### config.mk
export PLATFORM = sky130hd
export DESIGN_NAME = gray_stream_rx
export DESIGN_NICKNAME = d
export VERILOG_FILES = /design/src/rtl/gray_stream_rx.sv
export SDC_FILE = /design/constraint.sdc
export NUM_CORES = 1
export LEC_CHECK = 0
export CAP_MARGIN = 25
export CELL_PAD_IN_SITES_DETAIL_PLACEMENT = 1
export CELL_PAD_IN_SITES_GLOBAL_PLACEMENT = 2
export CORE_ASPECT_RATIO = 0.8
export CORE_MARGIN = 5
export CORE_UTILIZATION = 32
export CTS_CLUSTER_DIAMETER = 80
export DETAILED_ROUTE_END_ITERATION = 7
export GPL_TIMING_DRIVEN = 1
export PLACE_DENSITY_LB_ADDON = 0.1
export SYNTH_ARGS = -nofsm -noshare
export SYNTH_HDL_FRONTEND = slang
export SYNTH_SLANG_ARGS = --single-unit
### constraint.sdc
create_clock -name i_clk -period 3.02 [get_ports i_clk]
set_clock_uncertainty 0.05 [all_clocks]
set_input_delay 0.453 -clock i_clk [delete_from_list [all_inputs] [get_ports i_clk]]
set_output_delay 0.453 -clock i_clk [all_outputs]
set_load 0.01 [all_outputs]
### src/rtl/gray_stream_rx.sv
// Gray-coded stream receiver: decodes samples to binary, checks single-bit steps, tracks lock, counts errors.
// Optional macro GRAY_DIR_CHECK_EN enables step-direction latching and checking (o_dir).
module gray_stream_rx #(
    parameter int NBIT      = 8,
    parameter int ERR_CNT_W = 8,
    parameter int LOCK_CNT  = 4
) (
    input  logic                 i_clk,
    input  logic                 i_rst,
    input  logic [NBIT-1:0]      i_gray,
    input  logic                 i_valid,
    output logic                 o_ready,
    output logic [NBIT-1:0]      o_bin,
    output logic                 o_valid,
    input  logic                 i_ready,
    output logic                 o_locked,
    output logic                 o_err_pulse,
    output logic [ERR_CNT_W-1:0] o_err_cnt,
    input  logic                 i_clr_err,
    output logic                 o_dir,
    output logic [1:0]           o_dbg_state
);

    // Handshake: input transfer when i_valid & o_ready, output transfer when o_valid & i_ready.
    // The output register refills on the same edge it drains, so o_ready = ~o_valid | i_ready.

    typedef enum logic [1:0] {
        ST_HUNT   = 2'd0,
        ST_ACQ    = 2'd1,
        ST_LOCKED = 2'd2
    } state_t;

    localparam int GCW = $clog2(LOCK_CNT + 1);

    function automatic logic [NBIT-1:0] gray2bin(input logic [NBIT-1:0] g);
        logic [NBIT-1:0] b;
        b[NBIT-1] = g[NBIT-1];
        for (int k = NBIT - 2; k >= 0; k--) begin
            b[k] = b[k+1] ^ g[k];
        end
        return b;
    endfunction

    state_t                state_q, state_d;
    logic [GCW-1:0]        good_q, good_d;
    logic [NBIT-1:0]       gprev_q, gprev_d;
    logic                  valid_q, valid_d;
    logic [NBIT-1:0]       bin_q, bin_d;
    logic                  err_q, err_d;
    logic [ERR_CNT_W-1:0]  cnt_q, cnt_d;

    logic                  accept;
    logic [NBIT-1:0]       bin_new;
    logic [NBIT-1:0]       step_diff;
    logic                  step_same;
    logic                  step_one;
    logic                  dir_bad;
    logic                  good;
    logic                  bad;
    logic                  bad_acc;

`ifdef GRAY_DIR_CHECK_EN
    logic                  dir_q, dir_d;
    logic                  dir_vld_q, dir_vld_d;
    logic [NBIT-1:0]       bin_prev;
    logic                  step_up;
    localparam logic [NBIT-1:0] ONE = NBIT'(1);
`endif

    assign o_ready     = ~valid_q | i_ready;
    assign accept      = i_valid & o_ready;
    assign bin_new     = gray2bin(i_gray);
    assign step_diff   = i_gray ^ gprev_q;
    assign step_same   = (step_diff == '0);
    // Exactly one bit set: nonzero and clearing the lowest set bit leaves nothing.
    assign step_one    = ~step_same & ((step_diff & (step_diff - ONE_DIFF())) == '0);

    function automatic logic [NBIT-1:0] ONE_DIFF();
        return NBIT'(1);
    endfunction

`ifdef GRAY_DIR_CHECK_EN
    assign bin_prev = gray2bin(gprev_q);
    assign step_up  = ((bin_new - bin_prev) == ONE);
    assign dir_bad  = step_one & dir_vld_q & (dir_q != ~step_up);
    assign o_dir    = dir_q;
`else
    assign dir_bad  = 1'b0;
    assign o_dir    = 1'b0;
`endif

    assign good        = step_one & ~dir_bad;
    assign bad         = (~step_one & ~step_same) | dir_bad;
    assign bad_acc     = accept & (state_q != ST_HUNT) & bad;

    assign o_bin       = bin_q;
    assign o_valid     = valid_q;
    assign o_locked    = (state_q == ST_LOCKED);
    assign o_err_pulse = err_q;
    assign o_err_cnt   = cnt_q;
    assign o_dbg_state = state_q;

    always_comb begin
        state_d = state_q;
        good_d  = good_q;
        gprev_d = gprev_q;
        valid_d = valid_q;
        bin_d   = bin_q;
        err_d   = err_q;
        cnt_d   = cnt_q;
`ifdef GRAY_DIR_CHECK_EN
        dir_d     = dir_q;
        dir_vld_d = dir_vld_q;
`endif
        if (accept) begin
            valid_d = 1'b1;
            bin_d   = bin_new;
            gprev_d = i_gray;
            err_d   = 1'b0;
            case (state_q)
                ST_HUNT: begin
                    state_d = ST_ACQ;
                    good_d  = '0;
                end
                ST_ACQ: begin
                    if (bad) begin
                        good_d = '0;
                        err_d  = 1'b1;
                    end else if (good) begin
                        good_d = good_q + GCW'(1);
                        if (int'(good_q) + 1 >= LOCK_CNT) begin
                            state_d = ST_LOCKED;
                        end
                    end
                end
                ST_LOCKED: begin
                    if (bad) begin
                        state_d = ST_ACQ;
                        good_d  = '0;
                        err_d   = 1'b1;
                    end
                end
                default: begin
                    state_d = ST_HUNT;
                    good_d  = '0;
                end
            endcase
`ifdef GRAY_DIR_CHECK_EN
            // A bad step forgets the direction; the next good step re-latches it.
            if (state_q != ST_HUNT) begin
                if (bad) begin
                    dir_vld_d = 1'b0;
                end else if (good && !dir_vld_q) begin
                    dir_vld_d = 1'b1;
                    dir_d     = ~step_up;
                end
            end
`endif
        end else if (i_ready) begin
            valid_d = 1'b0;
            err_d   = 1'b0;
        end

        if (i_clr_err) begin
            cnt_d = '0;
        end else if (bad_acc && (cnt_q != '1)) begin
            cnt_d = cnt_q + ERR_CNT_W'(1);
        end
    end

    always_ff @(posedge i_clk or posedge i_rst) begin
        if (i_rst) begin
            state_q <= ST_HUNT;
            good_q  <= '0;
            gprev_q <= '0;
            valid_q <= 1'b0;
            bin_q   <= '0;
            err_q   <= 1'b0;
            cnt_q   <= '0;
        end else begin
            state_q <= state_d;
            good_q  <= good_d;
            gprev_q <= gprev_d;
            valid_q <= valid_d;
            bin_q   <= bin_d;
            err_q   <= err_d;
            cnt_q   <= cnt_d;
        end
    end

`ifdef GRAY_DIR_CHECK_EN
    always_ff @(posedge i_clk or posedge i_rst) begin
        if (i_rst) begin
            dir_q     <= 1'b0;
            dir_vld_q <= 1'b0;
        end else begin
            dir_q     <= dir_d;
            dir_vld_q <= dir_vld_d;
        end
    end
`endif

endmodule

==> key figures <==
Run status
  – Run status: completed

Global route
  – Largest net degree at the start of global routing: 31
  – First-pass GRT wire length: 8.09 mm
  – GRT Residual Overflow: 0
  – Number of global-route vias before repair: roughly 1,600
  – Total GRT Usage: around 14%
  – Initial antenna violation count: 0

Die
  – Initial Utilization: around a third
  – DIE AREA: 0.00709 mm²
  – Ports: 36
  – Die Wd: slightly above 90 µm
  – Die H: ~76 µm
  – # rows: 24
  – Core area: 0.00541 mm²

Power
  – PD cells: 565 mW/mm²
  – Int Power: around 0.00085 W
  – VDD IR max: 0.241 mV
  – Switching part of the total power: between 30% and 40%
  – Switching power total: approximately 0.00043 W
  – Clk network pwr share: 27.2%
  – Reg power frac: between 30% and 40%
  – Leak Pwr: 0.918 nW
  – Gate power share: approximately a third

Clocking
  – CTS max path bufs: 2
  – Cts repair resizes: 0
  – Clock latency on the worst-skew pair: approximately 0.28 ns
  – Post-CTS setup repair buffer count: 0
  – Reg clk slew, reported paths: about 0.070 ns
  – Sink Count: 30
  – H-tree depth: 2
  – CTS tree: yes
  – CTS root buffer: clkbuf_8
  – Hold buffers post-CTS: 0
  – CTS buffer count: 5

STA
  – Rel. slew slack: a little under three fifths
  – Final setup violation count: 0
  – Worst-margin pin slew: ~0.65 ns
  – RSZ-0062 raised after global routing: no
  – Max Slew Vio Count: 0
  – Final period util: 83.8%
  – Hold Vio Cnt, Final: 0
  – Fmax: between 0.3 and 0.4 GHz
  – Final min period: between 2 and 3 ns
  – Fin Setup TNS: 0 ns

Worst setup path
  – Worst-path fanout max: 5
  – Startpoint Class: input pin
  – CP Data Arrival Time: approximately 2.7 ns
  – Worst setup EP type: flip-flop
  – WP buf/inv: 1
  – Slowest CP cell: clkdlybuf4s50_1
  – Critical Path Max Stage Delay: 0.52 ns
  – CP required: 3.18 ns
  – Critical path class: input pin to flip-flop
  – CP top delay family: simple AND/OR/NAND/NOR gates
  – Critical Path, Cell by Cell: clkdlybuf4s50_1 > xnor2_1 > nand3_2 > nor3_4 > a21oi_1 > or3_1 > mux2i_1

Place
  – I/O Buffers: 34
  – RePlAce Congestion: ~0.71
  – Post-DP HPWL: approximately 3.6 mm

Job
  – MaxCap Viol Count: 0

Finish
  – Fraction of layout cells with a size suffix above 1: 16.0%
  – # diodes: 0
  – Layout area overhead: 29.4%
  – NumNets Final: about 220
  – Fillers: 616
  – Final core utilization: a little over two fifths
  – Commonest cells after routing, fill and taps aside: clkdlybuf4s50_1 (34), dfrtp_1 (30), nand2_1 (14), nor2_1 (12)
  – Register area: ~750 µm²
  – Multi-input logic area: roughly 960 µm²
  – Leading cell type in the layout, fill and taps excluded: clkdlybuf4s50_1

Routing
  – Drt initial violations: 26
  – Antenna-violating nets left: 0
  – WL final: around 4.6 mm
  – Drt wl/cell: 17.1 µm
  – DR DRC count: 0
  – Drt first pass iters: 4
  – Detailed-route via count: around 1,400
  – Vias per cell: about 5.1

Yosys
  – Asr flop ratio synth: 100%
  – Number of flops mapped to enable cells by yosys: 0
  – Count of cell types in the netlist: 50
  – Yosys reg bits: 30
  – Post-Syn Area: between 0.0015 and 0.002 mm²
  – Syn avg cell area: ~11 µm²
  – Yosys warns: 0
  – Syn_nets: 184
  – Mapped Cells: around 170
  – Top_reg_cell synth: dfrtp_1
  – Synth area leader: dfrtp_1
  – Largest cells by area after synthesis: dfrtp_1 (43%), mux2_2 (5.1%), xnor2_1 (4.0%)
  – Sequential fraction of the synthesis area: 42.7%
  – Synth top area share: ~43%

Worst hold path
  – Tightest Hold Check Type: flip-flop to flip-flop
==> cell usage after synthesis (2+ instances only) <==
cell / number
a21oi_1: 7
and2_1: 2
buf_4: 2
clkbuf_1: 4
dfrtp_1: 30
ha_1: 5
inv_1: 6
mux2_1: 2
mux2_2: 8
mux2i_1: 2
nand2_1: 14
nand2b_1: 4
nand3_1: 3
nand4_1: 2
nor2_1: 12
nor2_2: 2
nor2b_1: 2
o21ai_0: 8
o21ai_1: 3
o41ai_1: 2
or3_1: 2
or3b_1: 2
xnor2_1: 8
xor2_1: 7
xor3_1: 2
==> through the flow <==
step	area, µm²	total power (W)	setup WS (ns)	hold WS [ns]	cells
final	2280	0.00129	0.489	0.443	271
after global routing	2280	0.00137	0.345	0.488	271
after CTS	2280	0.00131	0.463	0.450	271
after detailed placement	2180	0.000949	0.175	0.431	263
after global placement	2180	0.000922	0.285	0.414	263
after floorplan	1760	0.000764	0.806	0.428	166
==> logic make-up after synthesis <==
| kind of cell | synth area share, % |
|---|---|
| AND/OR/NAND/NOR | 16.5 |
| AO/OA/AOI/OAI | 15.8 |
| flip-flops | 42.7 |
| XOR/XNOR | 10.2 |
| multiplexers | 7.54 |
| buffers and inverters | 2.99 |
| adder cells (fa/ha/maj) | 4.13 |
| other | 0.213 |
==> path summary, 6_finish.rpt <==
kind / depth (start not counted) / slack, ns / to / from
max in group asynchronous: 3 / 2.12 / good_q[2] / i_rst
min: 2 / 0.44 / o_bin[3] / o_bin[3]
min in group asynchronous: 3 / 0.50 / o_bin[2] / i_rst
max: 7 / 0.49 / good_q[0] / i_gray[5]
min reg2reg: 2 / 0.44 / o_bin[3] / o_bin[3]
max reg2reg: 7 / 0.59 / o_err_cnt[5] / o_err_cnt[0]
==> sequential cells by signal (all words and copies together), names as in the netlist <==
signal	count
o_err_cnt	8
o_dbg_state	2
o_valid	1
good_q	3
o_err_pulse	1
o_bin	7
gprev_q	8
==> worst register-to-register path: stages (launching register included) <==
cell and delay, ns:
dfrtp_1 0.44, ha_1 0.29, nand3_1 0.11, nor2_1 0.04
or3_1 0.43, a2111oi_4 0.41, or3b_1 0.40, a21oi_1 0.18
==> power groups by stage <==
stage / combinational [W] / sequential, W / clock, W
2_1_floorplan: 0.000243 / 0.000521 / 0
3_3_place_gp: 0.000418 / 0.000504 / 0
3_5_place_dp: 0.000440 / 0.000509 / 0
4_1_cts: 0.000443 / 0.000502 / 0.000360
5_1_grt: 0.000480 / 0.000509 / 0.000378
6_report: 0.000435 / 0.000501 / 0.000350
==> final cells by class <==
cell class                      count  share of cell area (%)
Sequential cell                    30                    33.0
Clock inverter                      2                   0.550
Timing Repair Buffer               38                    16.3
Multi-Input combinational cell    124                    42.0
Tap cell                           65                    3.57
Clock buffer                        6                    3.63
Inverter                            6                   0.990
==> metal layers <==
metal  wire length (µm)  track usage [%]  vias up
met5                  0                0        -
met4                 34             3.37        0
met3                211             4.34        5
met2               2350             25.2       24
met1               2040             17.0      695
li1                   -                -      659
No activity file was read; power rests on OpenSTA's default activity.
